==> config.mk <==
export PLATFORM = sky130hd
export DESIGN_NAME = code_gen
export DESIGN_NICKNAME = d
export VERILOG_FILES = /design/src/rtl/code_gen.sv
export SDC_FILE = /design/constraint.sdc
export NUM_CORES = 1
export LEC_CHECK = 0
export BUFFER_PORTS_ARGS = -buffer_cell sky130_fd_sc_hd__buf_2
export CAP_MARGIN = 5
export CORE_ASPECT_RATIO = 0.6
export CORE_UTILIZATION = 30
export DETAILED_ROUTE_END_ITERATION = 6
export GPL_ROUTABILITY_DRIVEN = 1
export PLACE_DENSITY_LB_ADDON = 0.05
export SLEW_MARGIN = 20
export SYNTH_ARGS = -nofsm -noshare
export SYNTH_HDL_FRONTEND = slang
export SYNTH_SLANG_ARGS = --single-unit
export TNS_END_PERCENT = 10
==> constraint.sdc <==
create_clock -name clk -period 4.09 [get_ports clk]
set_input_delay 0.818 -clock clk [delete_from_list [all_inputs] [get_ports clk]]
set_output_delay 0.818 -clock clk [all_outputs]
set_load 0.01 [all_outputs]
==> src/rtl/code_gen.sv <==
// code_gen: LFSR reference-code generator for the correlator stage.
// Produces the chip stream, the chip strobe, the epoch capture pulse and the chip/epoch counters.
// Ports: clk, rst (async, active-low), enable, restart, slip -> code, chip_strobe,
//        capture, chip_index, epoch_count, slip_busy.
module code_gen #(
    parameter int                  LFSR_LEN = 10,
    parameter logic [LFSR_LEN-1:0] TAPS     = 10'h204,
    parameter logic [LFSR_LEN-1:0] SEED     = 10'h3FF,
    parameter int                  CHIP_DIV = 4
) (
    input  logic                clk,
    input  logic                rst,
    input  logic                enable,
    input  logic                restart,
    input  logic                slip,
    output logic                code,
    output logic                chip_strobe,
    output logic                capture,
    output logic [LFSR_LEN-1:0] chip_index,
    output logic [7:0]          epoch_count,
    output logic                slip_busy
);

    localparam int DW = (CHIP_DIV > 1) ? $clog2(CHIP_DIV) : 1;
    localparam logic [DW-1:0] DIV_LAST = DW'(CHIP_DIV - 1);
    // Last chip index of an epoch: 2^LFSR_LEN - 2.
    localparam logic [LFSR_LEN-1:0] IDX_MAX = {{(LFSR_LEN-1){1'b1}}, 1'b0};

    logic [LFSR_LEN-1:0] lfsr_q, lfsr_d;
    logic [DW-1:0]       div_q, div_d;
    logic [LFSR_LEN-1:0] idx_q, idx_d;
    logic [7:0]          epoch_q, epoch_d;
    logic                cap_q, cap_d;
    logic                pend_q, pend_d;
    logic                strobe;

    assign strobe      = enable && (div_q == DIV_LAST);
    assign chip_strobe = strobe;
    assign code        = lfsr_q[LFSR_LEN-1];
    assign capture     = cap_q;
    assign chip_index  = idx_q;
    assign epoch_count = epoch_q;
    assign slip_busy   = pend_q;

    always_comb begin
        lfsr_d  = lfsr_q;
        div_d   = div_q;
        idx_d   = idx_q;
        epoch_d = epoch_q;
        pend_d  = pend_q;
        cap_d   = 1'b0;
        if (restart) begin
            lfsr_d  = SEED;
            div_d   = '0;
            idx_d   = '0;
            epoch_d = '0;
            pend_d  = 1'b0;
            cap_d   = 1'b1;
        end else if (enable) begin
            div_d = (div_q == DIV_LAST) ? '0 : div_q + 1'b1;
            if (strobe) begin
                // A request landing on the strobe itself is served next chip.
                pend_d = slip;
                if (!pend_q) begin
                    lfsr_d = {lfsr_q[LFSR_LEN-2:0], ^(lfsr_q & TAPS)};
                    if (idx_q == IDX_MAX) begin
                        idx_d   = '0;
                        epoch_d = epoch_q + 8'd1;
                        cap_d   = 1'b1;
                    end else begin
                        idx_d = idx_q + 1'b1;
                    end
                end
            end else begin
                pend_d = pend_q | slip;
            end
        end
        // All-zero state would lock the register forever.
        if (!restart && lfsr_q == '0) begin
            lfsr_d = SEED;
        end
    end

    always_ff @(posedge clk or negedge rst) begin
        if (!rst) begin
            lfsr_q  <= SEED;
            div_q   <= '0;
            idx_q   <= '0;
            epoch_q <= '0;
            cap_q   <= 1'b0;
            pend_q  <= 1'b0;
        end else begin
            lfsr_q  <= lfsr_d;
            div_q   <= div_d;
            idx_q   <= idx_d;
            epoch_q <= epoch_d;
            cap_q   <= cap_d;
            pend_q  <= pend_d;
        end
    end

endmodule

==> impl_results.md, run 1 <==
- Status: complete, no violations
- Die width: approximately 95 µm
- Max_slew headroom: between 40 and 50%
- Leakage power total: 0.879 nW
- TritonCTS clock tree: yes
- Final setup vio count: 0
- Number of ports placed on the die boundary: 27
- Clock slew seen by the registers of the worst setup and hold paths: 0.07 ns
- Number of post-CTS setup repair buffers: 0
- Routed WL: 3430 µm
- Number of max-cap violations: 0
- Combinational fraction of design power: 4.8%
- Via-to-Cell Ratio: between 4 and 5
- Final critical-path setup slack: 1.71 ns
- Post-synth cell types: 33
- Initial Util: between 30 and 40%
- Critical path endpoint category: flip-flop
- Crit Path Max Fanout: 18
- Placer congestion estimate: approximately 0.75
- Tightest Hold Check Type: reg -> reg
- Aggregate global routing overflow: 0
- Remaining design rule violation count: 0
- Average wire per cell in the routed design: 13.6 µm
- Part of the cycle the worst path needs: between 50% and 60%
- Vias post-DR: around 1200
- Number of buffers added by the clock tree synthesis step: 5
- Total power per unit cell area: roughly 330 mW/mm²
- Most frequent standard cell in the layout excluding fill and tap cells: nand2_1
- Proportion of total power due to net switching: between 20 and 25%
- Die area: 0.00554 mm²
- Average instance area after synthesis: between 9 and 10 µm²
- Fraction of layout instances using a drive strength above 1: between 20% and 30%
- Part of the power in registers: a little over half
- Worst slack after detailed placement: around 1.5 ns
- Clock insertion delay at the later pin of the skew report: ~0.27 ns
- Number of buffers on the longest clock path: 2
- Count of port buffers added during placement: 26
- Clock tree root driver cell: clkbuf_8
- Post-cts sizing count: 0
- Internal power of the cells: roughly 0.47 mW
- Warnings, synthesis: 0
- Minimum hold slack: 0.499 ns
- Startpoint type of the worst setup path: input pin
- Number of filler instances in the final layout: 493
- Placement Rows: 19
- Number of antenna violations at the first check in global routing: 0
- CORE AREA: 0.00480 mm²
- Maximum vdd ir drop: approximately 0.11 mV
- Fmax: ~0.42 GHz
- Critical Path RT: between 4 and 5 ns
- Number of hold-repair buffers added at the cts stage: 0
- Switching power: 0.135 mW
- Number of clock sinks seen by CTS: 32
- Wire length of the first global-routing pass: between 5000 and 6000 µm
- Register area share after synthesis: between 50% and 60%
- Cell count after synthesis: approximately 160
- RSZ-0062 raised after global routing: false
- Type of the worst setup path: in -> reg
- Pins Over Slew Limit: 0
- Largest net degree at the start of global routing: 33
- DRC marker count from the first detailed-route iteration: 33
- Worst Skew: 0.00203 ns
- Number of iterations in the first detailed-routing pass: 4
- Setup TNS: 0 ns
- Highest-count cells in the layout ignoring fill and taps: nand2_1 (27), buf_2 (26), dfrtp_1 (22), nor2_1 (16), nand3_1 (11)
- Crit path DAT: around 2.5 ns
- Area growth, synth to finish: 17.2%
- Post-synthesis cell area: approximately 0.0016 mm²
- Number of routed nets with antenna violations: 0
- Final count of hold timing violations: 0
- Net count, final: ~200
- Final critical delay including setup and external delays: roughly 2.4 ns
- Post-route core utilization: a little under two fifths
- Number of global-route vias before repair: about 1200
- Sum of internal, switching and leakage power: approximately 0.60 mW
- Net count after synthesis: approximately 170
- H-Tree Depth: 2
- Proportion of power drawn by the clock network: roughly 41%
- Number of diodes: 0
- Aggregate global-route resource usage: roughly 14%
- Final HPWL from detailed placement: 2380 µm
- Flip-flop and latch count after synthesis: 32
- Vertical die dimension: between 50 and 60 µm
- Transition time at the pin with the least slew margin: 0.834 ns
cell families after synthesis:
group,synth area share (%)
DFF,51.8
AOI/OAI and AO/OA,8.68
adders and majority gates,3.18
muxes,2.63
buffers and inverters,2.31
and+or+nand+nor,25.9
xor gates and xnor gates,5.57
cell usage after synthesis:
| cell | count | share of area (%) |
|---|---|---|
| o21ai_0 | 6 | 1.9 |
| nand3b_2 | 1 | 0.72 |
| xnor2_1 | 2 | 1.1 |
| nand4_1 | 2 | 0.80 |
| ha_1 | 4 | 3.2 |
| nor3_1 | 1 | 0.32 |
| or4_4 | 1 | 0.72 |
| buf_2 | 2 | 0.64 |
| clkbuf_1 | 5 | 1.2 |
| xor2_1 | 8 | 4.5 |
| and4_1 | 1 | 0.56 |
| a31oi_1 | 1 | 0.40 |
| nand3_1 | 11 | 3.5 |
| and2_1 | 3 | 1.2 |
| or4_1 | 1 | 0.48 |
| nor4_1 | 3 | 1.2 |
| a21oi_1 | 7 | 2.2 |
| or2_2 | 1 | 0.40 |
| or3_1 | 7 | 2.8 |
| nor2_1 | 16 | 3.8 |
| nand2_1 | 27 | 6.4 |
| and3_1 | 3 | 1.2 |
| dfrtp_1 | 22 | 35 |
| dfstp_2 | 10 | 17 |
| mux2_2 | 1 | 0.72 |
| a22oi_1 | 1 | 0.48 |
| mux2i_1 | 3 | 1.9 |
| and3b_1 | 1 | 0.56 |
| o211ai_1 | 3 | 1.4 |
| nor2b_1 | 1 | 0.40 |
| inv_1 | 2 | 0.48 |
| o2111ai_1 | 4 | 2.2 |
| nand4_2 | 1 | 0.80 |
final cells by class:
class	instances	area (µm²)	share of cell area (%)
sequential	32	813	44.2
multi-input combinational	121	722	39.2
inverter	2	7.51	0.408
tap	63	78.8	4.28
clock buffer	8	90.1	4.89
timing repair buffer	26	130	7.07
worst paths after layout:
check / from / to / cells after the start / slack (ns)
max in group asynchronous: rst / epoch_count[0] / 1 / 3.04
worst max register to register: div_q[0] / epoch_count[7] / 5 / 1.79
worst max-delay path: enable / epoch_count[7] / 5 / 1.71
min in group asynchronous: rst / epoch_count[2] / 1 / 0.59
worst min-delay path: lfsr_q[0] / lfsr_q[1] / 2 / 0.50
worst min register to register: lfsr_q[0] / lfsr_q[1] / 2 / 0.50
through the flow:
stage | instances | cell area, µm²
3_5_place_dp | 244 | 1750
4_1_cts | 252 | 1840
2_1_floorplan | 162 | 1570
3_3_place_gp | 244 | 1750
6_report | 252 | 1840
5_1_grt | 252 | 1840
power by group through the flow:
stage                     clock network [mW]  logic (mW)  registers [mW]
after CTS                              0.257      0.0302           0.326
after global placement                     0      0.0291           0.331
final                                  0.248      0.0291           0.326
after global routing                   0.275      0.0331           0.327
after floorplan                            0      0.0162           0.332
after detailed placement                   0      0.0302           0.332
per-layer routing:
layer  vias up  track usage [%]  part of all wire, %
met5         -                0                    0
met4         0             4.48                 0.44
met3         2             4.86                  4.7
met2        25             19.6                   41
met1       593             19.6                   53
li1        622                -                    -
worst max-delay path, cell delays in order:
cell	delay [ns]
buf_2	0.15
nand3b_2	0.30
nor4_1	0.77
nand4_1	0.18
mux2_2	0.32
sequential cells by signal, indices dropped and copies added (netlist names):
register / count
capture: 1
chip_index: 10
slip_busy: 1
div_q: 2
lfsr_q: 10
epoch_count: 8
No activity file was read; power rests on OpenSTA's default activity.
==> run 2: changes to the inputs <==
==> constraint.sdc (replaced) <==
create_clock -name clk -period 2.1 [get_ports clk]
set_input_delay 0.42 -clock clk [delete_from_list [all_inputs] [get_ports clk]]
set_output_delay 0.42 -clock clk [all_outputs]
set_load 0.01 [all_outputs]
==> run 2 against run 1 <==
  * Routed wire length is 8.9% higher
  * Utilization is 1.0 points higher
  * First-iteration DRC count grew to 2.8 times the previous value
  * Register-to-register slack worse by 1.6 ns
  * Critical endpoint is now epoch_count[3]
  * Worst hold slack worse by 0.30 ns
  * Critical path type is now reg -> reg
  * Cell area is 2.7% higher
  * Flip-flop and latch count stayed put
  * Global-route usage is 1.1 points higher
  * Die area stayed put
  * Non-clock buffer count is 8 higher
  * Combinational power is 110% higher
  * Sequential share of layout area is 1.2 points lower
  * Highest routed layer unchanged
==> impl_results.md, run 2 (synthesized netlist as in run 1, its figures left out) <==
- Aggregate global-route resource usage: between 10 and 15%
- Number of buffers on the longest clock path: 2
- Placement Rows: 19
- Worst slack after detailed placement: ~0.22 ns
- Largest net degree at the start of global routing: 33
- Status: complete, no violations
- Number of iterations in the first detailed-routing pass: 4
- H-Tree Depth: 2
- Final critical delay including setup and external delays: ~1.9 ns
- Critical Path End: epoch_count[3]
- Vias post-DR: 1285
- Clock insertion delay at the later pin of the skew report: around 0.28 ns
- Final count of hold timing violations: 0
- Max_slew headroom: between 50% and 60%
- Cell depth of the worst flop-to-flop path: 5
- Startpoint type of the worst setup path: flip-flop
- Global-route met1 utilization: ~22%
- Number of max-cap violations: 0
- Part of the cycle the worst path needs: between 90% and 100%
- Number of buffers added by the clock tree synthesis step: 5
- CORE AREA: 0.00480 mm²
- Wire length of the first global-routing pass: around 6000 µm
- Number of global-route vias before repair: roughly 1200
- Number of post-CTS setup repair buffers: 0
- Crit Path Max Fanout: 4
- Average wire per cell in the routed design: 14.4 µm
- Crit path DAT: about 2.1 ns
- Layer carrying the most global-route usage: met1
- Worst Path Buf+Inv: 0
- Aggregate global routing overflow: 0
- Die width: about 95 µm
- Met3 GRT Util: around 5.5%
- Number of ports placed on the die boundary: 27
- End of the worst register-to-register path: epoch_count[3]
- CP cell instances: ha_1 > nand3b_2 > or4_1 > or3_1 > a21oi_1
- Highest-delay cell along the critical path: or4_1
- Vertical die dimension: a little under 60 µm
- Leakage power total: just over 0.9 nW
- Category of cells accounting for the largest share of critical-path delay: simple AND/OR/NAND/NOR gates
- Clock slew seen by the registers of the worst setup and hold paths: 0.07 ns
- Pins Over Slew Limit: 0
- Setup TNS: 0 ns
- Maximum vdd ir drop: roughly 0.2 mV
- Die area: about 0.0055 mm²
- Transition time at the pin with the least slew margin: 0.734 ns
- Number of diodes: 0
- Cell count after placement: ~250
- Number of hold-repair buffers added at the cts stage: 0
- R2R Setup Slk: roughly 0.19 ns
- TritonCTS clock tree: yes
- Final HPWL from detailed placement: about 2600 µm
- Fraction of layout instances using a drive strength above 1: 27.4%
- Critical Path RT: around 2.3 ns
- Area growth, synth to finish: 20.4%
- Non-filler instance count after layout: 260
- Critical Path Source: div_q[0]
- Routed WL: 3740 µm
- Slowest Stage Delay on Critical Path: about 0.54 ns
- Number of clock sinks seen by CTS: 32
- Number of routed nets with antenna violations: 0
- Most frequent standard cell in the layout excluding fill and tap cells: nand2_1
- Final critical-path setup slack: roughly 0.19 ns
- Global-route met2 utilization: just under 20%
- RSZ-0062 raised after global routing: false
- Final setup vio count: 0
- Placer congestion estimate: 0.764
- Via-to-Cell Ratio: ~5
- Type of the worst setup path: reg -> reg
- DRC marker count from the first detailed-route iteration: between 90 and 100
- Critical path endpoint category: flip-flop
- Net count, final: between 200 and 250
- Initial Util: 32.7%
- Post-cts sizing count: 0
- Count of port buffers added during placement: 26
- Sum of internal, switching and leakage power: 1.15 mW
- Total power per unit cell area: roughly 610 mW/mm²
- Number of gates on the worst path with buffers counted: 5
- Remaining design rule violation count: 0
- Clock tree root driver cell: clkbuf_8
- Fmax: approximately 0.52 GHz
- Worst Skew: around 0.0060 ns
- Critical R2R Launch: div_q[0]
- Tightest Hold Check Type: in -> async
- Highest-count cells in the layout ignoring fill and taps: nand2_1 (27), buf_2 (26), dfrtp_1 (22), nor2_1 (16), nand3_1 (11)
- Number of antenna violations at the first check in global routing: 0
-- run 2: cell count changes in the layout (fill, tap and decap cells not counted) --
cell,change
buf_4,+8
clkbuf_1,+1
clkbuf_8,-1
-- run 2: area by class of cell --
class | instances | area, µm²
Clock buffer | 8 | 80.1
Sequential cell | 32 | 813
Multi-Input combinational cell | 121 | 722
Inverter | 2 | 7.51
Fill cell | 499 | 2910
Tap cell | 63 | 78.8
Timing Repair Buffer | 34 | 190
-- run 2: stage by stage --
| step | cell area, µm² | utilization [%] | hold WS (ns) |
|---|---|---|---|
| 2_1_floorplan | 1570 | - | 0.124 |
| 3_3_place_gp | 1810 | 37.7 | 0.480 |
| 3_5_place_dp | 1810 | 37.7 | 0.488 |
| 4_1_cts | 1890 | 39.4 | 0.226 |
| 5_1_grt | 1890 | 39.4 | 0.242 |
| 6_report | 1890 | 39.4 | 0.195 |
-- run 2: routing by layer --
| layer | vias up | share of wire (%) |
|---|---|---|
| li1 | 637 | - |
| met1 | 617 | 55 |
| met2 | 29 | 41 |
| met3 | 2 | 4.2 |
| met4 | 0 | 0.32 |
| met5 | - | 0 |
-- run 2: worst register-to-register path, cell delays in order, from the launching register on --
cell      delay (ns)
dfrtp_1         0.37
ha_1            0.24
nand3b_2        0.14
or4_1           0.54
or3_1           0.37
a21oi_1         0.17
-- run 2: worst min-delay path by stage --
stage                     startpoint             end  slack, ns  cells after the start
after floorplan                  rst         capture       0.12                      0
after global placement     lfsr_q[3]       lfsr_q[4]       0.48                      2
after detailed placement   lfsr_q[3]       lfsr_q[4]       0.49                      2
after CTS                        rst  epoch_count[7]       0.23                      1
after global routing             rst   chip_index[8]       0.24                      1
final                            rst  epoch_count[7]       0.19                      1
-- run 2: report_power, final --
group	internal (mW)	switching, mW
Clock	0.235	0.218
Combinational	0.0204	0.0420
Sequential	0.628	0.00618
==> run 3: changes to the inputs <==
==> constraint.sdc (replaced) <==
create_clock -name clk -period 2.1 [get_ports clk]
set_input_delay 0.42 -clock clk [delete_from_list [all_inputs] [get_ports clk]]
set_output_delay 0.42 -clock clk [all_outputs]
set_load 0.1 [all_outputs]
==> run 3 against run 2 <==
  * Global-route usage up 0.082 points
  * Clock power grew 7.7%
  * Sequential share of layout area grew 0.57 points
  * Combinational power is 33% higher
  * Non-clock buffer count fell by 3
  * Clock skew shrank 0.00082 ns
  * Sequential power about the same
  * Total power rose by 4.9%
  * Critical path depth is 1 higher
  * Setup slack improved by 0.018 ns
  * Flip-flop and latch count unchanged
  * Clock-buffer cell count fell by 2
  * Critical path type unchanged
  * Critical endpoint unchanged
  * Largest power group unchanged
  * Highest routed layer unchanged
==> impl_results.md, run 3 (synthesized netlist as in run 1, its figures left out) <==
- Number of ports placed on the die boundary: 27
- Vias post-DR: 1256
- Critical Path RT: between 2 and 2.5 ns
- Worst Skew: roughly 0.0051 ns
- Proportion of total power due to net switching: approximately 25%
- Pins Over Slew Limit: 0
- Die width: about 95 µm
- Number of antenna violations at the first check in global routing: 0
- Internal power of the cells: between 0.9 and 1 mW
- Clock insertion delay at the later pin of the skew report: 0.28 ns
- Count of port buffers added during placement: 26
- Average wire per cell in the routed design: between 10 and 15 µm
- Largest net degree at the start of global routing: 33
- Clock slew seen by the registers of the worst setup and hold paths: ~0.070 ns
- Standard cell area after detailed placement: around 0.0018 mm²
- Minimum hold slack: roughly 0.19 ns
- Maximum vdd ir drop: between 0.3 and 0.4 mV
- Via-to-Cell Ratio: approximately 4.9
- Fmax: around 0.53 GHz
- Total power per unit cell area: 633 mW/mm²
- Number of hold-repair buffers added at the cts stage: 0
- Most frequent standard cell in the layout excluding fill and tap cells: nand2_1
- Startpoint type of the worst setup path: flip-flop
- Setup TNS: 0 ns
- Initial Util: roughly 33%
- Tightest Hold Check Type: in -> async
- Number of routed nets with antenna violations: 0
- Status: complete, no violations
- Number of post-CTS setup repair buffers: 0
- Combinational fraction of design power: 6.9%
- Part of the cycle the worst path needs: roughly nine tenths
- Number of iterations in the first detailed-routing pass: 4
- Part of the power in registers: between 50% and 60%
- Number of buffers added by the clock tree synthesis step: 5
- Number of buffers on the longest clock path: 2
- R2R Setup Slk: roughly 0.21 ns
- Final HPWL from detailed placement: roughly 2700 µm
- Clock tree root driver cell: clkbuf_8
- Post-cts sizing count: 0
- Transition time at the pin with the least slew margin: ~0.72 ns
- Routed WL: around 3700 µm
- Final critical delay including setup and external delays: around 1.9 ns
- Wire length of the first global-routing pass: roughly 6000 µm
- Fraction of layout instances using a drive strength above 1: 35.1%
- Max_slew headroom: between 50% and 60%
- End of the worst register-to-register path: epoch_count[3]
- Number of max-cap violations: 0
- Highest-count cells in the layout ignoring fill and taps: nand2_1 (27), buf_2 (26), nor2_1 (16), dfrtp_2 (13), nand3_1 (11)
- Vertical die dimension: around 58 µm
- H-Tree Depth: 2
- Number of clock sinks seen by CTS: 32
- Crit Path Max Fanout: 8
- Number of global-route vias before repair: between 1000 and 1500
- Critical path endpoint category: flip-flop
- Cell depth of the worst flop-to-flop path: 6
- CORE AREA: between 0.004 and 0.005 mm²
- Non-filler instance count after layout: 257
- Proportion of power drawn by the clock network: approximately two fifths
- Final count of hold timing violations: 0
- Crit path DAT: 2.09 ns
- Number of diodes: 0
- RSZ-0062 raised after global routing: false
- Critical R2R Launch: chip_index[0]
- Cell count after placement: 249
- Number of filler instances in the final layout: 490
- Switching power: 0.297 mW
- Type of the worst setup path: reg -> reg
- Final setup vio count: 0
- TritonCTS clock tree: yes
- Aggregate global-route resource usage: 15.0%
- Net count, final: about 200
- Area growth, synth to finish: 21.2%
- Placer congestion estimate: around 0.73
- Remaining design rule violation count: 0
- Placement Rows: 19
- DRC marker count from the first detailed-route iteration: 65
- Aggregate global routing overflow: 0
- Leakage power total: between 0.8 and 0.9 nW
- Die area: around 0.0055 mm²
- Final Cell Area: around 0.0019 mm²
[run 3: cell count changes in the layout (fill, tap and decap cells not counted)]
cell | before | now
nor4_2 | 0 | 1
clkbuf_1 | 3 | 0
clkbuf_8 | 5 | 6
nor4_1 | 3 | 2
buf_4 | 8 | 5
dfrtp_1 | 22 | 9
clkinv_2 | 0 | 2
dfrtp_2 | 0 | 13
[run 3: through the flow]
stage	util, %	power [mW]	worst slack, ns
2_1_floorplan	-	0.699	0.00863
3_3_place_gp	37.7	0.729	0.273
3_5_place_dp	37.7	0.731	0.204
4_1_cts	39.7	1.23	0.200
5_1_grt	39.7	1.27	0.0771
6_report	39.7	1.21	0.210
[run 3: cell type report]
cell class	count	area, µm²	area share, %
Sequential cell	32	830	43.6
Clock inverter	2	10.0	0.526
Tap cell	63	78.8	4.14
Inverter	2	7.51	0.394
Clock buffer	6	82.6	4.34
Timing Repair Buffer	31	168	8.80
Multi-Input combinational cell	121	728	38.2
[run 3: worst max-delay path: stages (launching register included)]
cell and delay [ns]:
dfrtp_2 0.46, inv_1 0.07, ha_1 0.15, nand3_1 0.13, or4_1 0.48, or3_1 0.37
a21oi_1 0.15
[run 3: worst max path at each step]
stage	start	endpoint	slack, ns	cells past startpoint
final	chip_index[0]	epoch_count[3]	0.21	6
after global routing	chip_index[0]	epoch_count[3]	0.08	6
after CTS	div_q[0]	epoch_count[4]	0.20	5
after detailed placement	div_q[0]	epoch_count[4]	0.20	5
after global placement	enable	epoch_count[5]	0.27	5
after floorplan	chip_index[1]	epoch_count[5]	0.009	5
[run 3: layer usage]
layer,vias up,GRT usage [%],wire length (µm)
li1,628,-,-
met1,602,25.3,2090
met2,24,17.9,1400
met3,2,4.07,168
met4,0,3.84,13
met5,-,0,0
[run 3: power by group through the flow]
stage | Sequential (mW) | Clock (mW) | Combinational (mW)
floorplan | 0.666 | 0 | 0.0337
global placement | 0.646 | 0 | 0.0834
CTS | 0.635 | 0.508 | 0.0856
global route | 0.636 | 0.540 | 0.0921
detailed placement | 0.646 | 0 | 0.0850
finish | 0.635 | 0.488 | 0.0829
